### src/rtl/secded_pkg.sv
// Shared types and width helpers for the SECDED stream decoder.
package secded_pkg;

  typedef enum logic [1:0] {
    CLEAN = 2'b00,
    CORR  = 2'b01,
    DBL   = 2'b10
  } status_e;

  function automatic int unsigned cw_of(input int unsigned p);
    return 32'd1 << p;
  endfunction

  function automatic int unsigned dw_of(input int unsigned p);
    return (32'd1 << p) - p - 32'd1;
  endfunction

  // Codeword position of data bit j: the j-th non-power-of-two position above 2.
  function automatic int unsigned data_pos(input int unsigned p, input int unsigned j);
    int unsigned n;
    int unsigned pos;
    n   = 0;
    pos = 0;
    for (int unsigned i = 3; i < (32'd1 << p); i++) begin
      if ((i & (i - 32'd1)) != 0) begin
        if (n == j) pos = i;
        n++;
      end
    end
    return pos;
  endfunction

endpackage

### src/rtl/secded_syndrome.sv
// Combinational Hamming syndrome and overall parity of one codeword.
module secded_syndrome
  import secded_pkg::*;
#(
  parameter int unsigned P = 4
) (
  input  logic [cw_of(P)-1:0] code,
  output logic [P-1:0]        s,
  output logic                q
);

  localparam int unsigned CW = cw_of(P);

  always_comb begin
    s = '0;
    for (int unsigned i = 1; i < CW; i++) begin
      if (code[i]) s = s ^ P'(i);
    end
    q = ^code;
  end

endmodule

### src/rtl/secded_stream_dec.sv
// Two-stage SECDED decoder with valid/ready handshake and per-status counters.
module secded_stream_dec
  import secded_pkg::*;
#(
  parameter int unsigned P     = 4,
  parameter int unsigned CNT_W = 16
) (
  input  logic                clk,
  input  logic                reset,
  input  logic                in_valid,
  output logic                in_ready,
  input  logic [cw_of(P)-1:0] in_code,
  output logic                out_valid,
  input  logic                out_ready,
  output logic [cw_of(P)-1:0] out_word,
  input  logic                clr_cnt,
  output logic [CNT_W-1:0]    cnt_clean,
  output logic [CNT_W-1:0]    cnt_corr,
  output logic [CNT_W-1:0]    cnt_dbl
);

  localparam int unsigned CW = cw_of(P);
  localparam int unsigned DW = dw_of(P);

  logic [P-1:0]    syn;
  logic            par;
  logic            s1_valid_q, s1_valid_d;
  logic [CW-1:0]   s1_code_q, s1_code_d;
  logic [P-1:0]    s1_syn_q, s1_syn_d;
  logic            s1_par_q, s1_par_d;
  logic            out_valid_q, out_valid_d;
  logic [CW-1:0]   out_word_q, out_word_d;
  logic [CNT_W-1:0] cnt_clean_q, cnt_clean_d;
  logic [CNT_W-1:0] cnt_corr_q, cnt_corr_d;
  logic [CNT_W-1:0] cnt_dbl_q, cnt_dbl_d;

  logic            adv2;
  logic            in_xfer;
  logic            out_xfer;
  logic [CW-1:0]   fixed;
  logic [DW-1:0]   data;
  status_e         status;

  secded_syndrome #(.P(P)) u_syndrome (
    .code (in_code),
    .s    (syn),
    .q    (par)
  );

  for (genvar g = 0; g < DW; g++) begin : g_extract
    assign data[g] = fixed[data_pos(P, g)];
  end

  always_comb begin
    adv2     = s1_valid_q && (!out_valid_q || out_ready);
    // Registers are already clear during reset; gating keeps in_ready low too.
    in_ready = reset && (!s1_valid_q || adv2);
    in_xfer  = in_valid && in_ready;
    out_xfer = out_valid_q && out_ready;

    fixed = s1_code_q;
    if (s1_par_q) fixed[s1_syn_q] = ~fixed[s1_syn_q];

    if (s1_par_q)            status = CORR;
    else if (s1_syn_q != '0) status = DBL;
    else                     status = CLEAN;

    s1_valid_d = s1_valid_q;
    s1_code_d  = s1_code_q;
    s1_syn_d   = s1_syn_q;
    s1_par_d   = s1_par_q;
    if (in_xfer) begin
      s1_valid_d = 1'b1;
      s1_code_d  = in_code;
      s1_syn_d   = syn;
      s1_par_d   = par;
    end else if (adv2) begin
      s1_valid_d = 1'b0;
    end

    out_valid_d = out_valid_q;
    out_word_d  = out_word_q;
    if (adv2) begin
      out_valid_d              = 1'b1;
      out_word_d               = '0;
      out_word_d[CW-1 -: 2]    = status;
      out_word_d[DW-1:0]       = data;
    end else if (out_xfer) begin
      out_valid_d = 1'b0;
    end

    cnt_clean_d = cnt_clean_q;
    cnt_corr_d  = cnt_corr_q;
    cnt_dbl_d   = cnt_dbl_q;
    if (clr_cnt) begin
      cnt_clean_d = '0;
      cnt_corr_d  = '0;
      cnt_dbl_d   = '0;
    end else if (out_xfer) begin
      case (status_e'(out_word_q[CW-1 -: 2]))
        CLEAN:   if (cnt_clean_q != '1) cnt_clean_d = cnt_clean_q + 1'b1;
        CORR:    if (cnt_corr_q != '1)  cnt_corr_d  = cnt_corr_q + 1'b1;
        DBL:     if (cnt_dbl_q != '1)   cnt_dbl_d   = cnt_dbl_q + 1'b1;
        default: ;
      endcase
    end
  end

  always_ff @(posedge clk or negedge reset) begin
    if (!reset) begin
      s1_valid_q  <= 1'b0;
      s1_code_q   <= '0;
      s1_syn_q    <= '0;
      s1_par_q    <= 1'b0;
      out_valid_q <= 1'b0;
      out_word_q  <= '0;
      cnt_clean_q <= '0;
      cnt_corr_q  <= '0;
      cnt_dbl_q   <= '0;
    end else begin
      s1_valid_q  <= s1_valid_d;
      s1_code_q   <= s1_code_d;
      s1_syn_q    <= s1_syn_d;
      s1_par_q    <= s1_par_d;
      out_valid_q <= out_valid_d;
      out_word_q  <= out_word_d;
      cnt_clean_q <= cnt_clean_d;
      cnt_corr_q  <= cnt_corr_d;
      cnt_dbl_q   <= cnt_dbl_d;
    end
  end

  assign out_valid = out_valid_q;
  assign out_word  = out_word_q;
  assign cnt_clean = cnt_clean_q;
  assign cnt_corr  = cnt_corr_q;
  assign cnt_dbl   = cnt_dbl_q;

endmodule
### config.mk
export PLATFORM = sky130hd
export DESIGN_NAME = secded_stream_dec
export DESIGN_NICKNAME = d
export VERILOG_FILES = /design/src/rtl/secded_pkg.sv /design/src/rtl/secded_syndrome.sv /design/src/rtl/secded_stream_dec.sv
export SDC_FILE = /design/constraint.sdc
export NUM_CORES = 1
export LEC_CHECK = 0
export ABC_CLOCK_PERIOD_IN_PS = 2500
export CAP_MARGIN = 40
export CORE_MARGIN = 2
export CORE_UTILIZATION = 35
export DETAILED_ROUTE_END_ITERATION = 12
export MAX_ROUTING_LAYER = met4
export PLACE_DENSITY = 0.61
export SYNTH_ARGS = -nofsm -noshare
export SYNTH_HDL_FRONTEND = slang
export SYNTH_SLANG_ARGS = --single-unit
### constraint.sdc
create_clock -name clk -period 2.5 [get_ports clk]
set_clock_uncertainty 0.15 [all_clocks]
set_input_delay 0.25 -clock clk [delete_from_list [all_inputs] [get_ports clk]]
set_output_delay 0.25 -clock clk [all_outputs]
set_load 0.03 [all_outputs]
==> run summary, run 1 <==
The number of standard cells after synthesis came out at 420. The number of maximum-capacitance constraint violations came out at 0. The internal portion of total power came out at 2.57 mW. The setup TNS is 0 ps.

The maximum number of pins on one net before global-route repair came out at 49. The number of top-level design ports is 87. The number of CTS-inserted buffers came out at 9.

The flow ran to the end, and the final reports show no timing, DRC or antenna violations. The power per cell area came out at 674 nW/µm². The clock period minus worst slack came out at approximately 2200 ps. The static leakage power is 2.08 nW. In this run the deepest clock path goes through 2 buffers. Sorting the synthesized cells by how often they occur yields dfrtp_1, nor2_1, xnor2_1.

The clock sink count came out at 79. The total of flip-flops plus latches after synthesis is just under 80. For this run, the post-layout net count is 531. Of all cell types, the one taking the most synthesized area is dfrtp_1.

The class of the worst hold path is in -> async. The mean number of vias per cell is 5.00. The clock-pin slew of the registers on the worst-case setup and hold paths came out at 60 ps. The share of power burned in the clock network came out at 33.7%. The count of flip-flops with a built-in enable after synthesis is 0. The most common cell in the synthesized netlist is dfrtp_1. The first detailed-routing pass ran for 4 iterations. The number of standard-cell rows in the floorplan is 39. The number of warnings reported in the yosys synthesis log came out at 0. The share of layout cells above drive strength 1 came out at roughly 8.8%. The final wirelength came out at 9580 µm. The final weighted congestion in routability-driven placement came out at 0.798.

The overall die width came out at 113 µm. The residual antenna-violating net count after detailed routing is 0. The cell total after placement came out at 638. The switching power summed over all nets came out at 1.12 mW. The layer flagged by global routing as most heavily used is met2. The worst setup path is of the in -> out kind. The total vias in the final route is ~3,300. The core area is 11,600 µm². The number of cells in the finished layout apart from fillers is 654.

For this run, the leading register cell type out of synthesis is dfrtp_1. The overall fraction of global-route tracks in use is 16.2%. Once the floorplan was initialized, standard cells occupied 36.2% of the core. The layout has around 1,100 filler cells. The distinct cell type count after synthesis is 49. The maximum achievable frequency came out at between 0.4 and 0.5 GHz. The worst-path maximum fanout came out at 5. The cell at the root of the clock tree is clkbuf_16. The count of endpoints failing setup in the final report came out at 0.

The vertical extent of the die came out at 113 µm. Registers are responsible for a little over two fifths of the overall power. The routing usage on met1 is 21.7%.

For the worst setup path, the data required time is ~2100 ps. STA classifies the critical path endpoint as an output pin. The post-cts gate resize count is 0. Net switching is about 30% of the power. The kind of start point of the critical path is an input pin.

For this run, design rule violations remaining after detail routing come to 0. The detail-routed net length per standard cell is 14.6 µm. The worst vdd rail ir drop came out at 0.415 mV. The actual transition at the worst max-transition pin is roughly 630 ps.

The arrival time at the worst endpoint is 1800 ps. The repair_antennas step left the layout with diodes totalling 0. The share of async-settable or async-resettable flops after synthesis came out at 100%. The mapped netlist covers 4190 µm².

Sorting the synthesized cells by area gives the leading types as dfrtp_1, xnor2_1, nor2_1. The share of the clock period used by the worst path is about nine tenths. The die covers 12,900 µm². Relative to the synthesized area, the layout overhead comes to 30.6%. In this run the tightest slew margin relative to its limit is ~58%. TritonCTS built the clock tree. The number of DRC markers after the initial detailed-route iteration is roughly 200. The via count of the first global-routing pass came out at about 3,300. The number of failing hold endpoints at the final stage is 0. The number of buffers added on ports is 83. Combinational logic burns between 20% and 30% of the power.

The mean instance size in the synthesized netlist is 9.97 µm². Global routing used 24.9% of the available met2 tracks. The post-synthesis sequential area ratio is 47.2%. Detailed placement finished with a half-perimeter wire length of approximately 6900 µm. The fraction of post-synthesis cell area in the top cell type by area came out at 47.2%. The final max-slew violation count came out at 0. The initial antenna violation count is 0.

Clock latency on the worst-skew pair, taken at its later pin, is 330 ps. The H-tree depth came out at 3. The global-route wire length before repair came out at 16,200 µm.

Setup repair after global routing left no endpoint under its margin. The met3 usage came out at 3.08%. The total overflow reported by the global router is 0.
-- worst max-delay path: stages --
cell and delay [ps]:
clkdlybuf4s50_1 570, nand3b_1 160, and2_1 150, clkdlybuf4s50_1 670
-- through the flow --
stage                     util [%]  total power [mW]  setup slack (ps)  hold WS (ps)  area (µm²)
final                         47.3              3.69               297           355        5470
after global routing          47.3              3.89               206           392        5470
after CTS                     47.3              3.73               264           365        5470
after detailed placement      44.8              2.47               171           180        5180
after global placement        44.8              2.46               191           179        5180
after floorplan                  -              2.11               372          -196        4200
-- cell usage in the layout (no fill, tap or decap), types with 2 or more instances in the layout --
master           count
nand4_1             10
nor3_1              15
or2_2                2
xnor2_1             54
a211oi_1             5
o21ai_0              7
mux2_2              13
and3_1               5
nor4b_2              2
and4_1               4
nand3_1             16
clkbuf_1             3
inv_1                9
conb_1               3
nand2b_1             6
mux2i_1              5
a21oi_1             15
nor3b_1              3
nor2_1              61
clkbuf_16            9
nor4_1               3
nand4b_1             3
buf_4               10
or3_1                2
and2_1               3
clkbuf_8             3
nand2_1             24
a2111oi_1            2
clkdlybuf4s50_1     82
ha_1                 3
o21a_1               3
a2111oi_0            3
o211ai_1             4
xor2_1              23
dfrtp_1             79
-- layout make-up --
cell class,count,area (µm²),share of cell area [%]
clock buffer,15,278,5.08
tap,143,179,3.27
inverter,10,37.5,0.686
timing repair buffer,93,906,16.6
sequential,79,1980,36.1
multi-input combinational,314,2100,38.3
-- kinds of logic (layout without fill, tap and decap cells) --
logic type      Yosys count  count (layout)  synth area share, %
mux                      18              18                 4.69
fa+ha+maj                 3               3                0.896
xor+xnor                 77              77                 16.1
other cells               1               3               0.0895
compound gates           45              45                 7.26
buf+inv                  29             118                 2.96
flops                    79              79                 47.2
simple gates            168             168                 20.8
-- state kept, by name, indices dropped and copies added (netlist names) --
signal and count:
s1_code_q 11, out_word 13, s1_par_q 1, cnt_dbl 16, cnt_corr 16, s1_valid_q 1
s1_syn_q 4, out_valid 1, cnt_clean 16
-- power groups by stage --
stage / registers (mW) / clock network, mW / logic (mW)
2_1_floorplan: 1.72 / 0 / 0.391
3_3_place_gp: 1.60 / 0 / 0.857
3_5_place_dp: 1.60 / 0 / 0.868
4_1_cts: 1.59 / 1.27 / 0.874
5_1_grt: 1.61 / 1.34 / 0.934
6_report: 1.58 / 1.24 / 0.862
-- per-layer routing --
metal / wire length (µm) / up-vias / part of all wire [%]
met5: 0 / - / 0
met4: 111 / 0 / 1.2
met3: 432 / 10 / 4.5
met2: 4340 / 72 / 45
met1: 4690 / 1570 / 49
li1: - / 1617 / -
-- worst paths after layout --
check                       startpoint            to  slack, ps  depth (start not counted)
hold reg to reg             s1_valid_q     out_valid        360                          1
hold / removal                   reset    cnt_dbl[9]        350                          3
min in group clk            s1_valid_q     out_valid        360                          1
max in group asynchronous        reset  cnt_corr[10]        860                          4
setup / recovery             out_ready      in_ready        300                          4
setup reg to reg           cnt_corr[0]   cnt_corr[8]        440                          6
-- what timing repair did --
action	in CTS	in global routing
setup endpoints to repair	0	0
setup buffers	0	0
endpoints found under the hold margin	31	0
hold buffers	1	0
Power figures use the tool's default switching activity.
==> run 2: changes to the inputs <==
REMOVE_ABC_BUFFERS = 1   (was default)
==> run summary, run 2 (synthesis results as in run 1) <==
The final weighted congestion in routability-driven placement came out at approximately 0.82. The via count of the first global-routing pass was 3,196. In this run the core area contains 39 standard-cell rows. The placed instances occupy a cell area of 5220 µm². Measured in cells, the most critical reg-to-reg path has a length of 6.

The most critical setup path has its endpoint at in_ready. The class of the worst hold path is in -> async. The initial cell density of the core came out at 36.2%. The number of CTS-inserted buffers came out at 9.

Data arrives at the worst endpoint at 1870 ps. The worst hold margin is between 100 and 150 ps. The vertical extent of the die came out at 113 µm. The setup TNS is 0 ps. The die area came out at 12,900 µm². The overall die width is 113 µm. Detailed placement finished with a half-perimeter wire length of 6790 µm.

The number of DRC markers after the initial detailed-route iteration came out at 113. The actual transition at the worst max-transition pin came out at 605 ps. For this run, the post-layout net count is 533. The detail-routed net length per standard cell came out at 14.3 µm.

The launch point of the worst path is reset. The residual antenna-violating net count after detailed routing came out at 0. The number of maximum-capacitance constraint violations came out at 0. The number of top-level design ports came out at 87. The initial antenna violation count came to 0. TritonCTS built the clock tree. VDD sags by at most 0.441 mV. The worst setup path is of the in -> out kind. The top cell types in the final layout, fill and taps aside, are clkdlybuf4s50_1, dfrtp_1, nor2_1.

The total of fill cells in the finished design came out at ~1,100. The sort of element at the end of the critical path is an output pin. The clock period minus worst slack is around 2300 ps. No sink is reached through more buffers than the 2 on the longest clock path. The final max-slew violation count is 0. Clock tree synthesis selected as its root buffer the cell clkbuf_16. The global-route wire length before repair came out at 16,000 µm. The share of layout cells above drive strength 1 came out at 9.20%. The final routed DRC violation total is 0. The number of gates resized after CTS was 0. The core area is 11,600 µm². The maximum achievable frequency came out at 0.441 GHz. The register-to-register setup slack came out at between 400 and 500 ps.

The remaining max-slew budget at the tightest pin came out at 59.3%. The final wirelength came out at between 9000 and 10,000 µm. After layout, the design draws a total of between 3 and 4 mW. The H-tree depth came out at 3. In this run the critical register-to-register path is captured at cnt_corr[12]. The first detailed-routing pass ran for 4 iterations. Entering global routing, the biggest net connects 47 pins. The worst-path maximum fanout came out at 9. Setup repair after global routing left no endpoint under its margin. The total non-filler cell area in the finished layout came out at between 5000 and 6000 µm².

The source-to-sink clock delay at the later pin of the worst-skew pair came out at 330 ps. The clock sink count came out at 79. Setup violations remaining at the end of the flow were counted as 0. The startpoint identified for the worst register-to-register timing path is cnt_corr[0]. The count of buffers added on input and output ports is 83.

The flow ran to the end, and the final reports show no timing, DRC or antenna violations. The most common library cell in the layout ignoring fill and taps is clkdlybuf4s50_1. Global routing finished with a remaining overflow of 0.

Detailed routing inserted a total of 3,283 vias. The power per cell area came out at 657 nW/µm². The mean number of vias per cell is about 5. The share of the clock period used by the worst path came out at between 90% and 100%.

From synthesis to final layout, the design area changed by 30.9%. The worst setup path is launched from an input pin. The static leakage power is 2.09 nW. The clock-pin slew of the registers on the worst-case setup and hold paths came out at 60 ps. The overall fraction of global-route tracks in use is 15.9%. The number of failing hold endpoints at the final stage is 0.

At the worst endpoint, the required time is 2100 ps. The number of antenna diodes in the final layout is 0.
[run 2: changes by cell type in the layout (fill, tap and decap cells not counted), sizes merged]
| cell | change |
|---|---|
| buf | +2 |
| clkbuf | -4 |
| clkinv | +2 |
[run 2: worst max-delay path, cell delays in order]
cell and delay [ps]:
dlygate4sd3_1 530, buf_4 180, and2_1 200, clkdlybuf4s50_1 700
[run 2: how the worst min path moves through the flow]
stage               startpoint             to  slack (ps)  cells past startpoint
floorplan                reset   cnt_clean[0]        -200                      0
global placement         reset  cnt_clean[10]         -70                      1
detailed placement       reset  cnt_clean[10]         -70                      1
CTS                      reset   cnt_clean[9]         130                      2
global route             reset   cnt_clean[9]         140                      2
finish                   reset   cnt_clean[7]         130                      2
[run 2: metal layers]
layer / up-vias / global-route usage (%) / wire (µm)
li1: 1631 / - / -
met1: 1562 / 21.6 / 4480
met2: 78 / 24.0 / 4310
met3: 12 / 3.72 / 434
met4: 0 / 4.63 / 123
met5: - / - / 0
[run 2: where the power goes]
| group | switching, mW | internal, mW | total [mW] |
|---|---|---|---|
| Clock | 0.483 | 0.679 | 1.16 |
| Sequential | 0.144 | 1.43 | 1.57 |
| Combinational | 0.472 | 0.398 | 0.870 |
| Total | 1.10 | 2.50 | 3.60 |
[run 2: what timing repair did]
action | 4_1_cts | 5_1_grt
hold endpoints to repair | 36 | 0
hold buffers | 1 | 0
buffers inserted | 0 | 0
setup endpoints to repair | 0 | 0
[run 2: cell type report]
class / instances / area [µm²] / share of cell area, %
Multi-Input combinational cell: 314 / 2100 / 38.2
Sequential cell: 79 / 1980 / 36.1
Timing Repair Buffer: 95 / 941 / 17.2
Clock buffer: 11 / 243 / 4.43
Tap cell: 143 / 179 / 3.26
Inverter: 10 / 37.5 / 0.685
Clock inverter: 2 / 10.0 / 0.183
[run 2: metrics by stage]
step	setup WS, ps	util (%)	cells
final	235	47.4	654
after CTS	233	47.4	654
after global placement	217	44.9	639
after floorplan	302	-	403
after detailed placement	210	45.1	640
after global routing	164	47.4	654
